===== src/rtl/concat_word_buf.sv =====
// concat_word_buf: output word buffer between the shift-concatenation stage and the
// encryption stage. A FIFO of {last,data} entries with back-pressure toward the packer,
// a valid/ready read side, and a per-message word counter.
// Optional feature macro: WORD_BUF_BYPASS_EN. When it is defined, an empty buffer forwards
// wr_data/wr_last combinationally to the read side.
module concat_word_buf #(
    parameter int unsigned DEPTH     = 8,
    parameter int unsigned AF_MARGIN = 2,
    parameter int unsigned CNT_W     = 16
) (
    input  logic             i_clk,
    input  logic             i_rst,
    input  logic             i_flush,
    input  logic [63:0]      i_wr_data,
    input  logic             i_wr_done,
    input  logic             i_wr_last,
    output logic             o_stall,
    output logic             o_almost_full,
    output logic [63:0]      o_rd_data,
    output logic             o_rd_last,
    output logic             o_rd_valid,
    input  logic             i_rd_ready,
    output logic [CNT_W-1:0] o_msg_words,
    output logic             o_msg_done
);

    localparam int unsigned AW       = $clog2(DEPTH);
    localparam logic [AW:0] FULL_LVL = (AW+1)'(DEPTH);
    localparam logic [AW:0] AF_LVL   = (AW+1)'(DEPTH - AF_MARGIN);

    logic [64:0]      r_mem [DEPTH];
    logic [AW-1:0]    r_wr_ptr;
    logic [AW-1:0]    r_rd_ptr;
    logic [AW:0]      r_count;
    logic [CNT_W-1:0] r_word_cnt;
    logic [CNT_W-1:0] r_msg_words;
    logic             r_msg_done;

    logic             w_full;
    logic             w_empty;
    logic             w_clear;
    logic             w_push;
    logic             w_pop;
    logic             w_store;
    logic             w_deq;
    logic             w_byp_vld;
    logic [CNT_W-1:0] w_cnt_inc;
    logic [64:0]      w_rd_word;

    assign w_full  = (r_count == FULL_LVL);
    assign w_empty = (r_count == '0);
    assign w_clear = ~i_rst | i_flush;

`ifdef WORD_BUF_BYPASS_EN
    // Gated by reset/flush so a cleared cycle never presents or consumes a word.
    assign w_byp_vld = w_empty & i_wr_done & i_rst & ~i_flush;
`else
    assign w_byp_vld = 1'b0;
`endif

    assign w_push  = i_wr_done & ~w_full;
    assign o_rd_valid = ~w_empty | w_byp_vld;
    assign w_pop   = o_rd_valid & i_rd_ready;
    // A bypassed word that is accepted immediately never enters storage.
    assign w_store = w_push & ~(w_byp_vld & i_rd_ready);
    assign w_deq   = w_pop & ~w_empty;

    assign w_rd_word = w_byp_vld ? {i_wr_last, i_wr_data} : r_mem[r_rd_ptr];
    assign o_rd_data = w_rd_word[63:0];
    assign o_rd_last = w_rd_word[64];

    assign o_stall       = w_full;
    assign o_almost_full = (r_count >= AF_LVL);
    assign o_msg_words   = r_msg_words;
    assign o_msg_done    = r_msg_done;

    // Saturating increment of the running word count.
    assign w_cnt_inc = (r_word_cnt == '1) ? r_word_cnt : r_word_cnt + CNT_W'(1);

    // Storage array: written on store, never cleared.
    always_ff @(posedge i_clk) begin
        if (w_store && !w_clear) begin
            r_mem[r_wr_ptr] <= {i_wr_last, i_wr_data};
        end
    end

    // Pointers and occupancy.
    always_ff @(posedge i_clk) begin
        if (!i_rst || i_flush) begin
            r_wr_ptr <= '0;
            r_rd_ptr <= '0;
            r_count  <= '0;
        end else begin
            if (w_store) begin
                r_wr_ptr <= r_wr_ptr + AW'(1);
            end
            if (w_deq) begin
                r_rd_ptr <= r_rd_ptr + AW'(1);
            end
            case ({w_store, w_deq})
                2'b10:   r_count <= r_count + (AW+1)'(1);
                2'b01:   r_count <= r_count - (AW+1)'(1);
                default: r_count <= r_count;
            endcase
        end
    end

    // Per-message word counter and completion report.
    always_ff @(posedge i_clk) begin
        if (!i_rst || i_flush) begin
            r_word_cnt  <= '0;
            r_msg_words <= '0;
            r_msg_done  <= 1'b0;
        end else begin
            r_msg_done <= 1'b0;
            if (w_push) begin
                if (i_wr_last) begin
                    r_msg_words <= w_cnt_inc;
                    r_msg_done  <= 1'b1;
                    r_word_cnt  <= '0;
                end else begin
                    r_word_cnt <= w_cnt_inc;
                end
            end
        end
    end

endmodule


===== config.mk =====
export PLATFORM = sky130hd
export DESIGN_NAME = concat_word_buf
export DESIGN_NICKNAME = d
export VERILOG_FILES = /design/src/rtl/concat_word_buf.sv
export SDC_FILE = /design/constraint.sdc
export NUM_CORES = 1
export LEC_CHECK = 0
export ABC_AREA = 1
export BUFFER_PORTS_ARGS = -buffer_cell sky130_fd_sc_hd__buf_2
export CAP_MARGIN = 20
export CELL_PAD_IN_SITES_DETAIL_PLACEMENT = 1
export CELL_PAD_IN_SITES_GLOBAL_PLACEMENT = 2
export CORE_UTILIZATION = 26
export DETAILED_ROUTE_END_ITERATION = 10
export PLACE_DENSITY = 0.64
export SLEW_MARGIN = 20
export SYNTH_ARGS = -nofsm -noshare
export SYNTH_HDL_FRONTEND = slang
export SYNTH_SLANG_ARGS = --single-unit

===== constraint.sdc =====
create_clock -name i_clk -period 16.15 [get_ports i_clk]
set_input_delay 3.23 -clock i_clk [delete_from_list [all_inputs] [get_ports i_clk]]
set_output_delay 3.23 -clock i_clk [all_outputs]
set_load 0.05 [all_outputs]

==> qor.yml, run 1 <==
timing:
  period_share: 0.456
  setup_viol: 0
  hold_ws_ns: 0.464
  rsz0062_at_grt: "false"
  skew_ns: 0.0247
  period_minus_slack_ns: 7.37
  tightest_slew_ns: 1.05
  final-hold-violation-count: 0
  slew_violations: 0
  fin_setup_tns_ns: 0
  timing.fmax_mhz: 136
  slew-limit-headroom: 0.300
placed_design:
  hpwl_um: 34600
  port_buffers: 154
  place.gp.congestion: 0.714
global_routing:
  grt_pass1_vias: 15300
  grt_overflow: 0
  antenna_found_initial: 8
  grt_first_pass_wirelength_um: 93700
  grt_max_degree: 245
  grtUsageTotal: 0.141
yosys:
  syn_inst: 1801
  synth_edf_count: 520
  synth_area_per_cell_um2: 12.5
  synth_top_area_frac: 0.695
  netlist-cell-type-count: 35
  synth.largest_area_cell: "edfxtp_1"
  ys_seq_area_frac: 0.736
  yosys_warnings: 0
  synthFlopType: "edfxtp_1"
  synth.area.top_cells: "edfxtp_1 69%, nor2_1 7.3%, o32ai_1 5.1%"
  synth.most_common_cell: "edfxtp_1"
  synth_common_cells: "520 x edfxtp_1, 436 x nor2_1, 267 x nand2_1"
  syn-cell-area_mm2: 0.0225
  synth_fp_nets: 1877
  synth-async-reset-ratio: 0
  synth-seq-cells: 566
route:
  drt-wirelength-per-cell_um: 19.8
  drc: 0
  drtAntennaViolNets: 0
  first_iter_violations: 676
  vias: 14500
  routed_wl_um: 62100
  dr.pass1.iters: 5
  viasPerCell: 4.62
worst_setup_path:
  r2r_cells: 8
  crit_required_ns: 12.92
  end_kind: "output pin"
  path_class: "flop to output pin"
  r2r_setup_slack_ns: 12.81
  crit_path_start_kind: "flop"
  crit_arrival_ns: 4.14
  endpoint: "o_rd_data[0]"
  timing.rr.start: "r_count[0]"
  timing.rr.end: "r_mem[5][10]"
  path_max_fanout: 106
clock_network:
  ctsLongestPathBuffers: 3
  insertion_delay_ns: 0.59
  htreeDepth: 3
  cts_root_buf: "clkbuf_16"
  cts_tree: "done"
  cts_hold_buf: 0
  path_clk_slew_ns: 0.06
  cts_buffers: 66
  cts-resized-gates: 0
  cts_setup_buffers: 0
  cts_sinks: 566
power:
  pwr-share-comb: 0.069
  switching_share: 0.232
  power.density_mw_per_mm2: 124
  power.switching_mw: 0.759
  peakVddDrop_uv: 68.5
  power.clock.fraction: 0.436
  p_int_mw: 2.51
  pwr-share-seq: 0.495
  leakage_nw: 9.04
die:
  coreArea_mm2: 0.0854
  ios: 155
  rows: 107
  initial_core_util: 0.263
  die_area_mm2: 0.0876
  die_h_um: 296
  die_w_um: 296
hold_path:
  hp-class: "flop to flop"
finish:
  syn2layout_area_growth_pct: 17.5
  fin_nets: 2012
  drive_above_1_share: 0.146
  n_fill_cell: 9314
status:
  status: "finished clean"
flow_run:
  maxCapViolCount: 0
-- through the flow --
step,power (mW),instances,util,cell area [µm²],setup WS [ns]
floorplan,1.80,1801,-,22500,7.38
global placement,1.87,3009,0.285,24300,9.20
detailed placement,1.88,3011,0.285,24400,9.16
CTS,3.32,3125,0.309,26400,8.47
global route,3.38,3127,0.309,26400,8.49
finish,3.26,3128,0.309,26400,8.78
-- sequential cells by signal, indices dropped and copies added (netlist names), named ones only --
signal	flops
o_msg_done	1
r_mem	520
r_wr_ptr	3
r_word_cnt	16
r_count	4
r_rd_ptr	3
o_msg_words	16
-- area by class of cell --
type                            instances  area (µm²)  share of cell area
Clock buffer                           85        1790              0.0676
Antenna cell                            2        5.00            0.000189
Multi-Input combinational cell       1082        5230               0.198
Clock inverter                         29         245             0.00928
Inverter                               42         170             0.00644
Sequential cell                       566       16500               0.626
Timing Repair Buffer                  178        1010              0.0383
Tap cell                             1144        1430              0.0542
-- worst min-delay path by stage --
stage	from	endpoint	slack [ns]	cells after the start
2_1_floorplan	r_rd_ptr[2]	flop	0.43	2
3_3_place_gp	r_rd_ptr[2]	flop	0.45	2
3_5_place_dp	r_rd_ptr[2]	flop	0.46	2
4_1_cts	r_rd_ptr[2]	flop	0.47	2
5_1_grt	r_rd_ptr[2]	flop	0.51	2
6_report	r_rd_ptr[2]	flop	0.46	2
-- layout by cell type (no fill, tap or decap), types with 19 or more instances in the layout --
| cell | count |
|---|---|
| o21ai_0 | 155 |
| clkbuf_16 | 69 |
| o32ai_1 | 130 |
| dfxtp_1 | 43 |
| buf_4 | 19 |
| edfxtp_1 | 520 |
| nor2_1 | 432 |
| buf_2 | 154 |
| nand2_1 | 267 |
| inv_1 | 38 |
| a21oi_1 | 28 |
-- routing by layer --
metal,GRT usage,part of all wire
met1,0.181,0.45
met2,0.236,0.48
met3,0.0268,0.041
met4,0.0544,0.030
met5,0,0.00055
-- kinds of logic (layout without fill, tap and decap cells) --
family	count (synthesis)	in the layout	synth area share
buf+inv	153	334	0.0341
fa+ha+maj	6	6	0.00334
compound gates	326	326	0.0958
other cells	0	2	0
simple gates	741	741	0.128
xor+xnor	9	9	0.00351
flops	566	566	0.736
-- critical path, cell delays in order, from the launching register on --
cell and delay, ns:
dfxtp_4 0.73, buf_4 0.83, buf_6 0.71, o21ai_0 0.23, o32ai_1 0.18, nand2_1 0.11
nand2_1 0.21, buf_2 0.31
-- power by group through the flow --
stage                     clock, mW  combinational (mW)  sequential, mW
after floorplan                   0               0.150            1.65
after global placement            0               0.225            1.65
after detailed placement          0               0.229            1.65
after CTS                      1.47               0.230            1.62
after global routing           1.52               0.246            1.62
final                          1.42               0.226            1.62
(Power assumes the default switching activity.)
==> run 2: changes to the inputs <==
PLACE_DENSITY = 0.66   (was 0.64)
clock period = 6.25 ns   (was 16.15 ns; I/O delays follow)
==> qor.yml, run 2 (synthesis results as in run 1) <==
power:
  fin_total_pwr_mw: 8.47  # +160%
  power.clock.fraction: 0.439  # +0.003
  pwr-share-comb: 0.068  # about the same
  power.density_mw_per_mm2: 319  # +160%
  leakage_nw: 9.07  # +0.31%
  power.switching_mw: 2.00  # +160%
  peakVddDrop_uv: 157  # +130%
  pwr-share-seq: 0.493  # -0.002
  p_int_mw: 6.48  # +160%
  switching_share: 0.236  # +0.00315
route:
  viasPerCell: 4.57  # -1.0%
  drc: 0  # unchanged
  routed_wl_um: 60700  # -2.3%
  first_iter_violations: 705  # +4.3%
  drt-wirelength-per-cell_um: 19.4  # -2.4%
  dr.pass1.iters: 4  # -1
  drtAntennaViolNets: 0  # unchanged
  vias: 14300  # -0.82%
timing:
  skew_ns: 0.0185  # -0.00628 ns
  worst_slack_ns: 1.87  # -6.91 ns
  period_minus_slack_ns: 4.38
  setup_viol: 0  # unchanged
  rsz0062_at_grt: "false"
  timing.fmax_mhz: 228
  slew_violations: 0  # unchanged
  period_share: 0.700
  slew-limit-headroom: 0.287  # -0.0133
  final-hold-violation-count: 0  # unchanged
  tightest_slew_ns: 1.07  # +0.0200 ns
  hold_ws_ns: 0.460  # -0.00400 ns
finish:
  n_fill_cell: 9373  # +0.63%
  syn2layout_area_growth_pct: 18.0
  fin_cells: 3134  # +0.19%
  largest_register_ffs: 520  # unchanged
  postLayoutCoreUtil: 0.311  # +0.00117
  final_cell_mix: "520 x edfxtp_1, 432 x nor2_1, 267 x nand2_1"
  drive_above_1_share: 0.146  # +0.000492
  layout.cells.most_common: "edfxtp_1"
  fin_nets: 2013  # +0.050%
  regMostFlops: "r_mem"
clock_network:
  path_clk_slew_ns: 0.05  # about the same
  cts-resized-gates: 0  # unchanged
  htreeDepth: 3  # unchanged
  insertion_delay_ns: 0.59  # about the same
  cts_hold_buf: 0  # unchanged
  cts_setup_buffers: 0  # unchanged
  cts_sinks: 566  # unchanged
  cts_root_buf: "clkbuf_16"
  cts_tree: "done"
  cts_buffers: 66  # unchanged
  ctsLongestPathBuffers: 3  # unchanged
placed_design:
  pre_cts_slack_ns: 2.09  # -7.07 ns
  dp_cells: 3012  # +0.033%
  hpwl_um: 32900  # -4.8%
  port_buffers: 154  # unchanged
  place.gp.congestion: 0.706  # -1.1%
global_routing:
  grt_first_pass_wirelength_um: 91400  # -2.5%
  grt_max_degree: 261  # +6.5%
  grtUsageTotal: 0.138  # -0.00329
  grt_overflow: 0  # unchanged
  antenna_found_initial: 10  # +2
  grt_pass1_vias: 15100  # -1.2%
die:
  die_w_um: 296  # unchanged
  coreArea_mm2: 0.0854  # unchanged
  ios: 155  # unchanged
  die_h_um: 296  # unchanged
  rows: 107  # unchanged
  die_area_mm2: 0.0876  # unchanged
  initial_core_util: 0.263  # unchanged
flow_run:
  maxCapViolCount: 0  # unchanged
worst_setup_path:
  crit_required_ns: 5.00  # -7.92 ns
  path_max_fanout: 170  # +60%
  path_class: "flop to output pin"
  crit_arrival_ns: 3.13  # -1.01 ns
  crit_path_start_kind: "flop"
  end_kind: "output pin"
status:
  status: "finished clean"
hold_path:
  hp-class: "flop to flop"
[run 2: cell types whose count changed in the layout (fill, tap and decap cells not counted), sizes merged]
cell,before,now
clkbuf,85,82
bufinv,4,5
inv,45,47
clkinv,21,27
diode,2,1
buf,178,179
[run 2: final cells by class]
class	count	area [µm²]	area share
sequential	566	16500	0.624
clock inverter	38	387	0.0146
tap	1144	1430	0.0540
timing repair buffer	179	1050	0.0397
multi-input combinational	1082	5230	0.197
inverter	42	165	0.00623
clock buffer	82	1710	0.0645
antenna	1	2.50	0.0000943
[run 2: power by group through the flow]
stage	logic, mW	clock network [mW]	registers [mW]
finish	0.576	3.72	4.18
CTS	0.589	3.84	4.18
global route	0.631	3.97	4.18
floorplan	0.388	0	4.26
global placement	0.573	0	4.26
detailed placement	0.586	0	4.26
[run 2: path summary, 6_finish.rpt]
path                                  start            end  slack (ns)  cells past startpoint
worst max-delay path                   flop  o_rd_data[44]        1.87                      7
worst min register to register  r_rd_ptr[2]           flop        0.46                      2
worst max register to register   r_count[0]   r_mem[7][60]        3.26                      8
worst min-delay path            r_rd_ptr[2]           flop        0.46                      2
[run 2: per-layer routing]
metal / track usage / up-vias / share of wire
met1: 0.172 / 7266 / 0.45
met5: 0 / - / 0.0018
li1: - / 6762 / -
met2: 0.238 / 198 / 0.49
met3: 0.0300 / 96 / 0.041
met4: 0.0416 / 16 / 0.020
[run 2: critical path, stage by stage (launching register included)]
cell,delay [ns]
dfxtp_4,0.37
inv_8,0.72
buf_4,0.51
nor2_1,0.11
o32ai_1,0.27
nand2_1,0.11
nand2_1,0.07
buf_2,0.26
[run 2: metrics by stage]
stage / setup TNS, ns / cell area [µm²]
after CTS: 0 / 26500
after global placement: 0 / 24400
after floorplan: -140.57 / 22500
after detailed placement: 0 / 24400
after global routing: 0 / 26500
final: 0 / 26500
==> run 3: changes to the inputs <==
clock period = 4 ns   (was 6.25 ns; I/O delays follow)
==> qor.yml, run 3 (synthesis results as in run 1) <==
status:
  status: "finished clean"
power:
  pwr-share-seq: 0.485  # -0.008
  p_int_mw: 10.2  # +58%
  switching_share: 0.238  # +0.00296
  leakage_nw: 9.22  # +1.7%
  pwr-share-comb: 0.068  # about the same
  power.density_mw_per_mm2: 500  # +57%
  peakVddDrop_uv: 315  # +100%
  fin_total_pwr_mw: 13.5  # +59%
  power.clock.fraction: 0.448  # +0.009
  power.switching_mw: 3.21  # +61%
timing:
  final-hold-violation-count: 0  # unchanged
  slew_violations: 0  # unchanged
  setup_viol: 0  # unchanged
  rsz0062_at_grt: "false"
  tightest_slew_ns: 0.743  # -0.327 ns
  period_minus_slack_ns: 3.76
  period_share: 0.939
  skew_ns: 0.0233  # +0.00482 ns
  timing.fmax_mhz: 266
  slew-limit-headroom: 0.504  # +0.218
global_routing:
  grt_first_pass_wirelength_um: 91900  # +0.51%
  grt_pass1_vias: 15400  # +2.1%
  grt_overflow: 0  # unchanged
  met1_usage: 0.176  # +0.00371
  top_usage_layer: "met2"
  met3_usage: 0.0286  # -0.00135
  antenna_found_initial: 12  # +2
  grtUsageTotal: 0.140  # +0.00153
  grt_use_met2: 0.238  # -0.000685
  grt_max_degree: 261  # unchanged
die:
  initial_core_util: 0.263  # unchanged
  die_w_um: 296  # unchanged
  rows: 107  # unchanged
  ios: 155  # unchanged
  die_area_mm2: 0.0876  # unchanged
  coreArea_mm2: 0.0854  # unchanged
  die_h_um: 296  # unchanged
route:
  drtAntennaViolNets: 0  # unchanged
  vias: 14500  # +0.96%
  dr.pass1.iters: 5  # +1
  drt-wirelength-per-cell_um: 19.4  # +0.31%
  drc: 0  # unchanged
  first_iter_violations: 520  # -26%
  routed_wl_um: 61300  # +0.98%
  viasPerCell: 4.59  # +0.29%
worst_setup_path:
  timing.rr.start: "r_count[0]"
  r2r_setup_slack_ns: 1.49  # -1.77 ns
  crit_buf_inv: 3  # unchanged
  crit_path_start_kind: "flop"
  slowest_delay_ns: 0.44  # -0.28 ns
  timing.rr.end: "r_mem[7][60]"
  path_max_fanout: 150  # -12%
  cpMostUsedCell: "nand2_1"
  end_kind: "output pin"
  r2r_cells: 7  # -1
  crit_arrival_ns: 2.96  # -0.17 ns
  path_class: "flop to output pin"
  crit_family: "buffers and inverters"
  crit_required_ns: 3.20  # -1.80 ns
  cp_cell_sequence: "buf_12, buf_16, nor2_1, o32ai_1, nand2_1, nand2_1, buf_2"
  crit_path_top_delay_cell: "buf_16"
clock_network:
  htreeDepth: 3  # unchanged
  path_clk_slew_ns: 0.06  # about the same
  cts_hold_buf: 0  # unchanged
  ctsLongestPathBuffers: 3  # unchanged
  cts-resized-gates: 0  # unchanged
  cts_setup_buffers: 0  # unchanged
  insertion_delay_ns: 0.62  # +0.03 ns
  cts_root_buf: "clkbuf_16"
  cts_buffers: 69  # +4.5%
  cts_sinks: 566  # unchanged
  cts_tree: "done"
placed_design:
  port_buffers: 154  # unchanged
  place.gp.congestion: 0.726  # +2.8%
  dp_cells: 3024  # +0.40%
  dpl_cell_area_mm2: 0.0247  # +1.0%
  hpwl_um: 33900  # +3.1%
hold_path:
  hp-class: "input port to flop"
  min_to: "r_mem[2][29]"
  hold_depth: 1  # -1
  worstHoldStart: "i_wr_data[29]"
finish:
  fin_cells: 3155  # +0.67%
  final_cell_mix: "520 x edfxtp_1, 431 x nor2_1, 267 x nand2_1"
  fin_nets: 2028  # +0.75%
  final_area_mm2: 0.0269  # +1.4%
  multi_input_area_mm2: 0.00525  # +0.53%
  layout.cells.most_common: "edfxtp_1"
  postLayoutCoreUtil: 0.315  # +0.00423
  drive_above_1_share: 0.157  # +0.0108
  n_fill_cell: 9311  # -0.66%
  seq_area_mm2: 0.0165  # unchanged
  regMostFlops: "r_mem"
  largest_register_ffs: 520  # unchanged
  syn2layout_area_growth_pct: 19.6
flow_run:
  maxCapViolCount: 0  # unchanged
[run 3: cell types whose count changed in the layout (fill, tap and decap cells not counted), moves of 2 or more]
| cell | change |
|---|---|
| buf_12 | +11 |
| bufinv_16 | -2 |
| clkbuf_16 | +5 |
| clkbuf_8 | +2 |
| clkinv_1 | -8 |
| clkinv_2 | +5 |
| clkinv_4 | +3 |
| clkinvlp_4 | +2 |
| diode_2 | +5 |
| inv_6 | -4 |
| nor3_2 | -4 |
| nor3_4 | +4 |
[run 3: area by class of cell]
type | instances | area share
flip-flops and latches | 566 | 0.615
multi-input cells | 1082 | 0.195
clock buffers | 90 | 0.0695
well taps | 1144 | 0.0532
repair buffers | 191 | 0.0477
clock inverters | 34 | 0.0121
inverters | 42 | 0.00614
diodes | 6 | 0.000558
[run 3: how the worst max path moves through the flow]
| stage | slack (ns) | startpoint | depth (start not counted) | endpoint |
|---|---|---|---|---|
| final | 0.24 | flop | 7 | o_rd_data[36] |
| after global routing | 0.04 | flop | 7 | o_rd_data[23] |
| after CTS | 0.19 | flop | 6 | o_rd_last |
| after detailed placement | 0.87 | flop | 6 | o_rd_last |
| after global placement | 0.89 | flop | 6 | o_rd_last |
| after floorplan | -0.60 | i_rst | 6 | r_mem[1][0] |
[run 3: through the flow]
step                      setup TNS [ns]  setup WS [ns]  hold slack (ns)
final                                  0          0.243            0.446
after floorplan                  -251.62         -0.600            0.433
after global routing                   0         0.0363            0.424
after CTS                              0          0.195            0.397
after detailed placement               0          0.872            0.452
after global placement                 0          0.892            0.441
[run 3: per-layer routing]
layer / wire, µm / vias up
met4: 1490 / 12
met1: 28000 / 7344
met2: 29600 / 210
li1: - / 6799
met3: 2110 / 111
met5: 69 / -
[run 3: power groups by stage]
stage | registers (mW) | logic [mW] | clock network [mW]
finish | 6.52 | 0.909 | 6.02
global route | 6.52 | 0.992 | 6.41
CTS | 6.52 | 0.926 | 6.20
detailed placement | 6.65 | 0.923 | 0
global placement | 6.64 | 0.898 | 0
floorplan | 6.66 | 0.607 | 0
